### config.mk
export PLATFORM = sky130hd
export DESIGN_NAME = cosine_cordic
export DESIGN_NICKNAME = d
export VERILOG_FILES = /design/src/rtl/cordic_pkg.sv /design/src/rtl/cordic_stage.sv /design/src/rtl/cosine_cordic.sv
export SDC_FILE = /design/constraint.sdc
export NUM_CORES = 2
export LEC_CHECK = 0
export BUFFER_PORTS_ARGS = -buffer_cell sky130_fd_sc_hd__buf_2
export CORE_MARGIN = 4
export CORE_UTILIZATION = 25
export DETAILED_ROUTE_END_ITERATION = 6
export GPL_ROUTABILITY_DRIVEN = 0
export GPL_TIMING_DRIVEN = 0
export PLACE_DENSITY = 0.47
export SYNTH_ARGS = -nofsm -noshare
export SYNTH_HDL_FRONTEND = slang
export SYNTH_SLANG_ARGS = --single-unit
### constraint.sdc
create_clock -name clk -period 49.8 [get_ports clk]
set_input_delay 7.47 -clock clk [delete_from_list [all_inputs] [get_ports clk]]
set_output_delay 7.47 -clock clk [all_outputs]
set_load 0.02 [all_outputs]
### src/rtl/cordic_pkg.sv
// Shared constants and the stage record type for the cosine CORDIC pipeline.
// Angles and coordinates are signed Q2.30.
package cordic_pkg;

    localparam logic [31:0] CORDIC_K = 32'h26DD3B6A;

    typedef struct packed {
        logic        valid;
        logic [31:0] x;
        logic [31:0] y;
        logic [31:0] z;
    } cordic_stage_t;

    // atan(2^-idx) in Q2.30, rounded to nearest; indices beyond 29 fall to zero.
    function automatic logic [31:0] atan_lut(input int idx);
        logic [31:0] v;
        case (idx)
            0:  v = 32'h3243F6A9;
            1:  v = 32'h1DAC6705;
            2:  v = 32'h0FADBAFD;
            3:  v = 32'h07F56EA7;
            4:  v = 32'h03FEAB77;
            5:  v = 32'h01FFD55C;
            6:  v = 32'h00FFFAAB;
            7:  v = 32'h007FFF55;
            8:  v = 32'h003FFFEB;
            9:  v = 32'h001FFFFD;
            10: v = 32'h00100000;
            11: v = 32'h00080000;
            12: v = 32'h00040000;
            13: v = 32'h00020000;
            14: v = 32'h00010000;
            15: v = 32'h00008000;
            16: v = 32'h00004000;
            17: v = 32'h00002000;
            18: v = 32'h00001000;
            19: v = 32'h00000800;
            20: v = 32'h00000400;
            21: v = 32'h00000200;
            22: v = 32'h00000100;
            23: v = 32'h00000080;
            24: v = 32'h00000040;
            25: v = 32'h00000020;
            26: v = 32'h00000010;
            27: v = 32'h00000008;
            28: v = 32'h00000004;
            29: v = 32'h00000002;
            default: v = 32'h00000000;
        endcase
        return v;
    endfunction

endpackage

### src/rtl/cordic_stage.sv
// One registered CORDIC micro-rotation (rotation mode) with shift index I.
// Drives z toward zero; x accumulates the cosine.
module cordic_stage
    import cordic_pkg::*;
#(
    parameter int I = 0
) (
    input  logic          clk,
    input  logic          rst,
    input  cordic_stage_t i_stage,
    output cordic_stage_t o_stage
);

    localparam logic [31:0] ATAN_I = atan_lut(I);

    logic        w_d_pos;
    logic [31:0] w_x_sh;
    logic [31:0] w_y_sh;

    cordic_stage_t r_stage;

    assign w_d_pos = ~i_stage.z[31];
    assign w_x_sh  = $signed(i_stage.x) >>> I;
    assign w_y_sh  = $signed(i_stage.y) >>> I;

    always_ff @(posedge clk or posedge rst) begin
        if (rst) begin
            r_stage <= '0;
        end else begin
            r_stage.valid <= i_stage.valid;
            if (w_d_pos) begin
                r_stage.x <= i_stage.x - w_y_sh;
                r_stage.y <= i_stage.y + w_x_sh;
                r_stage.z <= i_stage.z - ATAN_I;
            end else begin
                r_stage.x <= i_stage.x + w_y_sh;
                r_stage.y <= i_stage.y - w_x_sh;
                r_stage.z <= i_stage.z + ATAN_I;
            end
        end
    end

    assign o_stage = r_stage;

endmodule

### src/rtl/cosine_cordic.sv
// Pipelined cos(theta): float angle -> Q2.30 in a registered front stage,
// then ITERATIONS registered micro-rotations. One sample per clock.
module cosine_cordic
    import cordic_pkg::*;
#(
    parameter int ITERATIONS = 16,
    parameter int FRAC_BITS  = 30
) (
    input  logic        clk,
    input  logic        rst,
    input  logic        in_valid,
    input  logic [31:0] theta,
    output logic        out_valid,
    output logic [31:0] result
);

    localparam logic [31:0] ONE_Q   = 32'(1) << FRAC_BITS;
    localparam logic [7:0]  EXP_MIN = 8'(127 - FRAC_BITS);

    logic [7:0]  w_exp;
    logic [31:0] w_mant_q;
    logic [31:0] w_z0;
    logic        w_unused_sign;
    logic [63:0] w_unused_yz;

    cordic_stage_t r_stage0;
    cordic_stage_t w_pipe [0:ITERATIONS];

    // cos is even, so the sign bit plays no part in the angle.
    assign w_unused_sign = theta[31];
    assign w_exp         = theta[30:23];
    assign w_mant_q      = {8'b0, 1'b1, theta[22:0]} << (FRAC_BITS - 23);

    always_comb begin
        w_z0 = '0;
        if (w_exp > 8'd127) begin
            w_z0 = ONE_Q;
        end else if (w_exp >= EXP_MIN) begin
            w_z0 = w_mant_q >> (8'd127 - w_exp);
        end
    end

    always_ff @(posedge clk or posedge rst) begin
        if (rst) begin
            r_stage0 <= '0;
        end else begin
            r_stage0.valid <= in_valid;
            r_stage0.x     <= CORDIC_K;
            r_stage0.y     <= '0;
            r_stage0.z     <= w_z0;
        end
    end

    assign w_pipe[0] = r_stage0;

    for (genvar gi = 0; gi < ITERATIONS; gi++) begin : g_stage
        cordic_stage #(
            .I(gi)
        ) u_stage (
            .clk    (clk),
            .rst    (rst),
            .i_stage(w_pipe[gi]),
            .o_stage(w_pipe[gi+1])
        );
    end

    assign out_valid   = w_pipe[ITERATIONS].valid;
    assign result      = w_pipe[ITERATIONS].x;
    assign w_unused_yz = {w_pipe[ITERATIONS].y, w_pipe[ITERATIONS].z};

endmodule

==> summary.txt <==
Worst setup path
  – Worst Setup SP: theta[23]
  – R2R Path Start: g_stage[7].u_stage.o_stage[31]$_DFF_PP0_
  – CP peak stage delay: 570 ps
  – CP endpoint kind: flip-flop
  – Buf/Inv on CP: 3
  – Worst Path Max Fanout: 10
  – Critical Path Most Common Cell: o21ai_0
  – Cells along the critical path: buf_2, buf_1, clkbuf_1, mux2i_1, o21ai_0, nand2_1, o21ai_0, a2bb2oi_1, a211oi_1
  – Worst Path Required: 50,410 ps
  – Critical path's top delay family: compound AO/OA/AOI/OAI gates
  – Crit path launch type: primary input
  – Arr. time, crit path: 10,200 ps
  – Crit path kind: primary input to flip-flop
  – Slowest-stage cell, CP: a211oi_1

Yosys
  – Synthesized area: 102,000 um^2
  – Most used DFF post-synth: dfrtp_1
  – Post-synthesis async set-or-reset flop share: 1.00
  – Seq/Total Area, Yosys: 0.311
  – Number of synthesized flops with an enable pin: 0
  – Count of state elements after synthesis: 1,273
  – Ys Warns: 0
  – Synth area leaders: dfrtp_1 (31%), ha_1 (16%), xnor2_1 (8.5%), a21oi_1 (5.9%), xor2_1 (4.8%)
  – Syn Area/Cell: 9.04 um^2
  – Top cell type by total area after synthesis: dfrtp_1
  – Share of the synthesized area in the top cell type: 0.311
  – Synth Net Count: 12,686
  – Mapped Cells: 11,328
  – Synth unique cells: 97

STA
  – Worst Skew: 57.1 ps
  – Setup TNS: 0 ps
  – Slew HR: 0.0551
  – Slew Viols, Final: 0
  – Slew @ Worst Pin: 1420 ps
  – Final period util: 0.192
  – RSZ-0062 raised after global routing: false
  – Hold Fails Final Rpt: 0
  – Final min period: 9590 ps
  – # setup viols final: 0
  – Max Clock Freq: 104 MHz

Routing
  – Via count: 81,277
  – Iter 0 DRT Violations: 4,377
  – Avg WL per Cell: 16.4 um
  – Post-route ant nets: 0
  – DR vias/cell: 4.75
  – Routed WL: 281,000 um
  – Initial DRT Pass Iterations: 5
  – Drt drc: 0

Cells and area
  – Layout cells sized above 1: 0.0434
  – Final net count: 12,923
  – Area grow syn2layout: 12.4%

CTS
  – CTS H-tree lvls: 4
  – CTS tree: done
  – Post-CTS Repair Setup Buffers: 0
  – CTS Buffer Depth: 4
  – Hold bufs inserted after CTS: 0
  – CTS root buf: clkbuf_16
  – CTS Buf Count: 159
  – Post-CTS Resized: 0
  – Clk Latency, worst-skew pair: 840 ps
  – # clock sinks: 1,273
  – Worst-path clk slew: 60 ps

Global route
  – Vias in the first global route: 80,483
  – First-pass GRT wire length: 453,000 um
  – All-layer global routing usage: 0.132
  – Initial antenna violation count: 9
  – Gr ovfl total: 0
  – Largest net degree at the start of global routing: 128

Worst hold path
  – Hold_sp: g_stage[4].u_stage.o_stage[96]$_DFF_PP0_
  – Hold Crit Class: flip-flop to flip-flop

Floorplan
  – Initial Util: 0.252
  – DIE HEIGHT: 648 um
  – IO Pins: 68
  – Core Region: 407,000 um^2
  – Die area: 420,000 um^2
  – Row Count: 234
  – Die X: 648 um

Placed design
  – Port Buffer Count: 64
  – HPWL after DPL: 228,000 um

Outcome
  – Status: finished clean

Job
  – Max-Cap Viols: 0
## layout by cell type (no fill, tap or decap), types with 168 or more instances in the layout
cell / n
dfrtp_1: 1273
xor2_1: 563
nor3_1: 317
ha_1: 1285
nand3_1: 185
o21a_1: 168
xnor2_1: 999
nor2_1: 962
a21oi_1: 1198
a21o_1: 513
nand2_1: 573
o21ai_0: 581
inv_1: 447
## synth_stat cells (38+ instances only)
cell type and n:
ha_1 1285, dfrtp_1 1273, a21oi_1 1198, xnor2_1 999
nor2_1 962, o21ai_0 581, nand2_1 573, xor2_1 563
a21o_1 513, inv_1 448, nor3_1 317, nand3_1 185
o21a_1 168, nand2b_1 166, o21bai_1 152, a31oi_1 147
nor2b_1 145, clkbuf_1 137, and3_1 121, nand4_1 94
a211oi_1 91, nor4_1 84, or3_1 79, o211ai_1 70
and2_1 68, o31ai_1 63, mux2_2 61, mux2i_1 50
nor3b_1 42, or2_2 42, and4_1 41, buf_1 38
fa_1 38
## worst paths after layout
kind                                                                  end  slack, ps  depth (start not counted)
min in group asynchronous       g_stage[15].u_stage.o_stage[64]$_DFF_PP0_       6740                          2
worst max-delay path                                r_stage0[3]$_DFF_PP0_      40210                          9
worst min register to register   g_stage[5].u_stage.o_stage[96]$_DFF_PP0_        340                          0
worst max register to register   g_stage[8].u_stage.o_stage[94]$_DFF_PP0_      43410                         16
max in group asynchronous                           r_stage0[0]$_DFF_PP0_      40650                          6
worst min-delay path             g_stage[5].u_stage.o_stage[96]$_DFF_PP0_        340                          0
## worst register-to-register path: stages (launching register included)
cell	delay, ps
dfrtp_1	860
clkbuf_1	380
clkbuf_1	590
buf_1	620
nor2_1	140
xnor2_1	160
ha_1	320
and3_1	200
a221oi_1	500
a221oi_1	240
a21oi_1	540
o21ai_0	270
nand2_1	110
a21oi_1	130
a2111oi_0	840
o31ai_1	220
xor2_1	180
## per-stage QoR
stage	utilization	area, um^2	hold slack (ps)	instances	worst slack, ps
finish	0.283	115000	335	17110	40210
global route	0.283	115000	339	17109	40130
detailed placement	0.270	110000	335	16832	39480
floorplan	-	102000	331	11328	6450
CTS	0.283	115000	327	17108	40360
global placement	0.269	109000	332	16820	-8220
## final cells by class
| class | instances | area [um^2] |
|---|---|---|
| Fill cell | 43573 | 292000 |
| Multi-Input combinational cell | 9425 | 68100 |
| Sequential cell | 1273 | 31900 |
| Tap cell | 5428 | 6790 |
| Clock buffer | 222 | 4630 |
| Inverter | 451 | 1700 |
| Buffer | 179 | 704 |
| Timing Repair Buffer | 76 | 628 |
| Clock inverter | 54 | 608 |
| Antenna cell | 2 | 5.00 |
## flip-flops by register name, summed over array words and instances, names as in the netlist
register                 count
r_stage0                    33
g_stage.u_stage.o_stage   1240
## layer usage
metal  GRT usage  wire length (um)
met3      0.0133              7690
met5           0                 0
met2       0.229            134000
met1       0.174            133000
met4      0.0317              6800
## logic make-up (layout without fill, tap and decap cells)
kind of cell	Yosys count	after routing	synth area share
xor gates and xnor gates	1562	1562	0.134
buffers and inverters	630	982	0.0234
DFF	1273	1273	0.311
and+or+nand+nor	3023	3023	0.145
muxes	114	114	0.0123
adders and majority gates	1323	1323	0.164
other	1	3	0.0000366
AOI/OAI and AO/OA	3402	3402	0.210
Power is left out: the tool's default activity adds up to more than one toggle a clock period on the data nets, which glitch-free logic cannot reach.
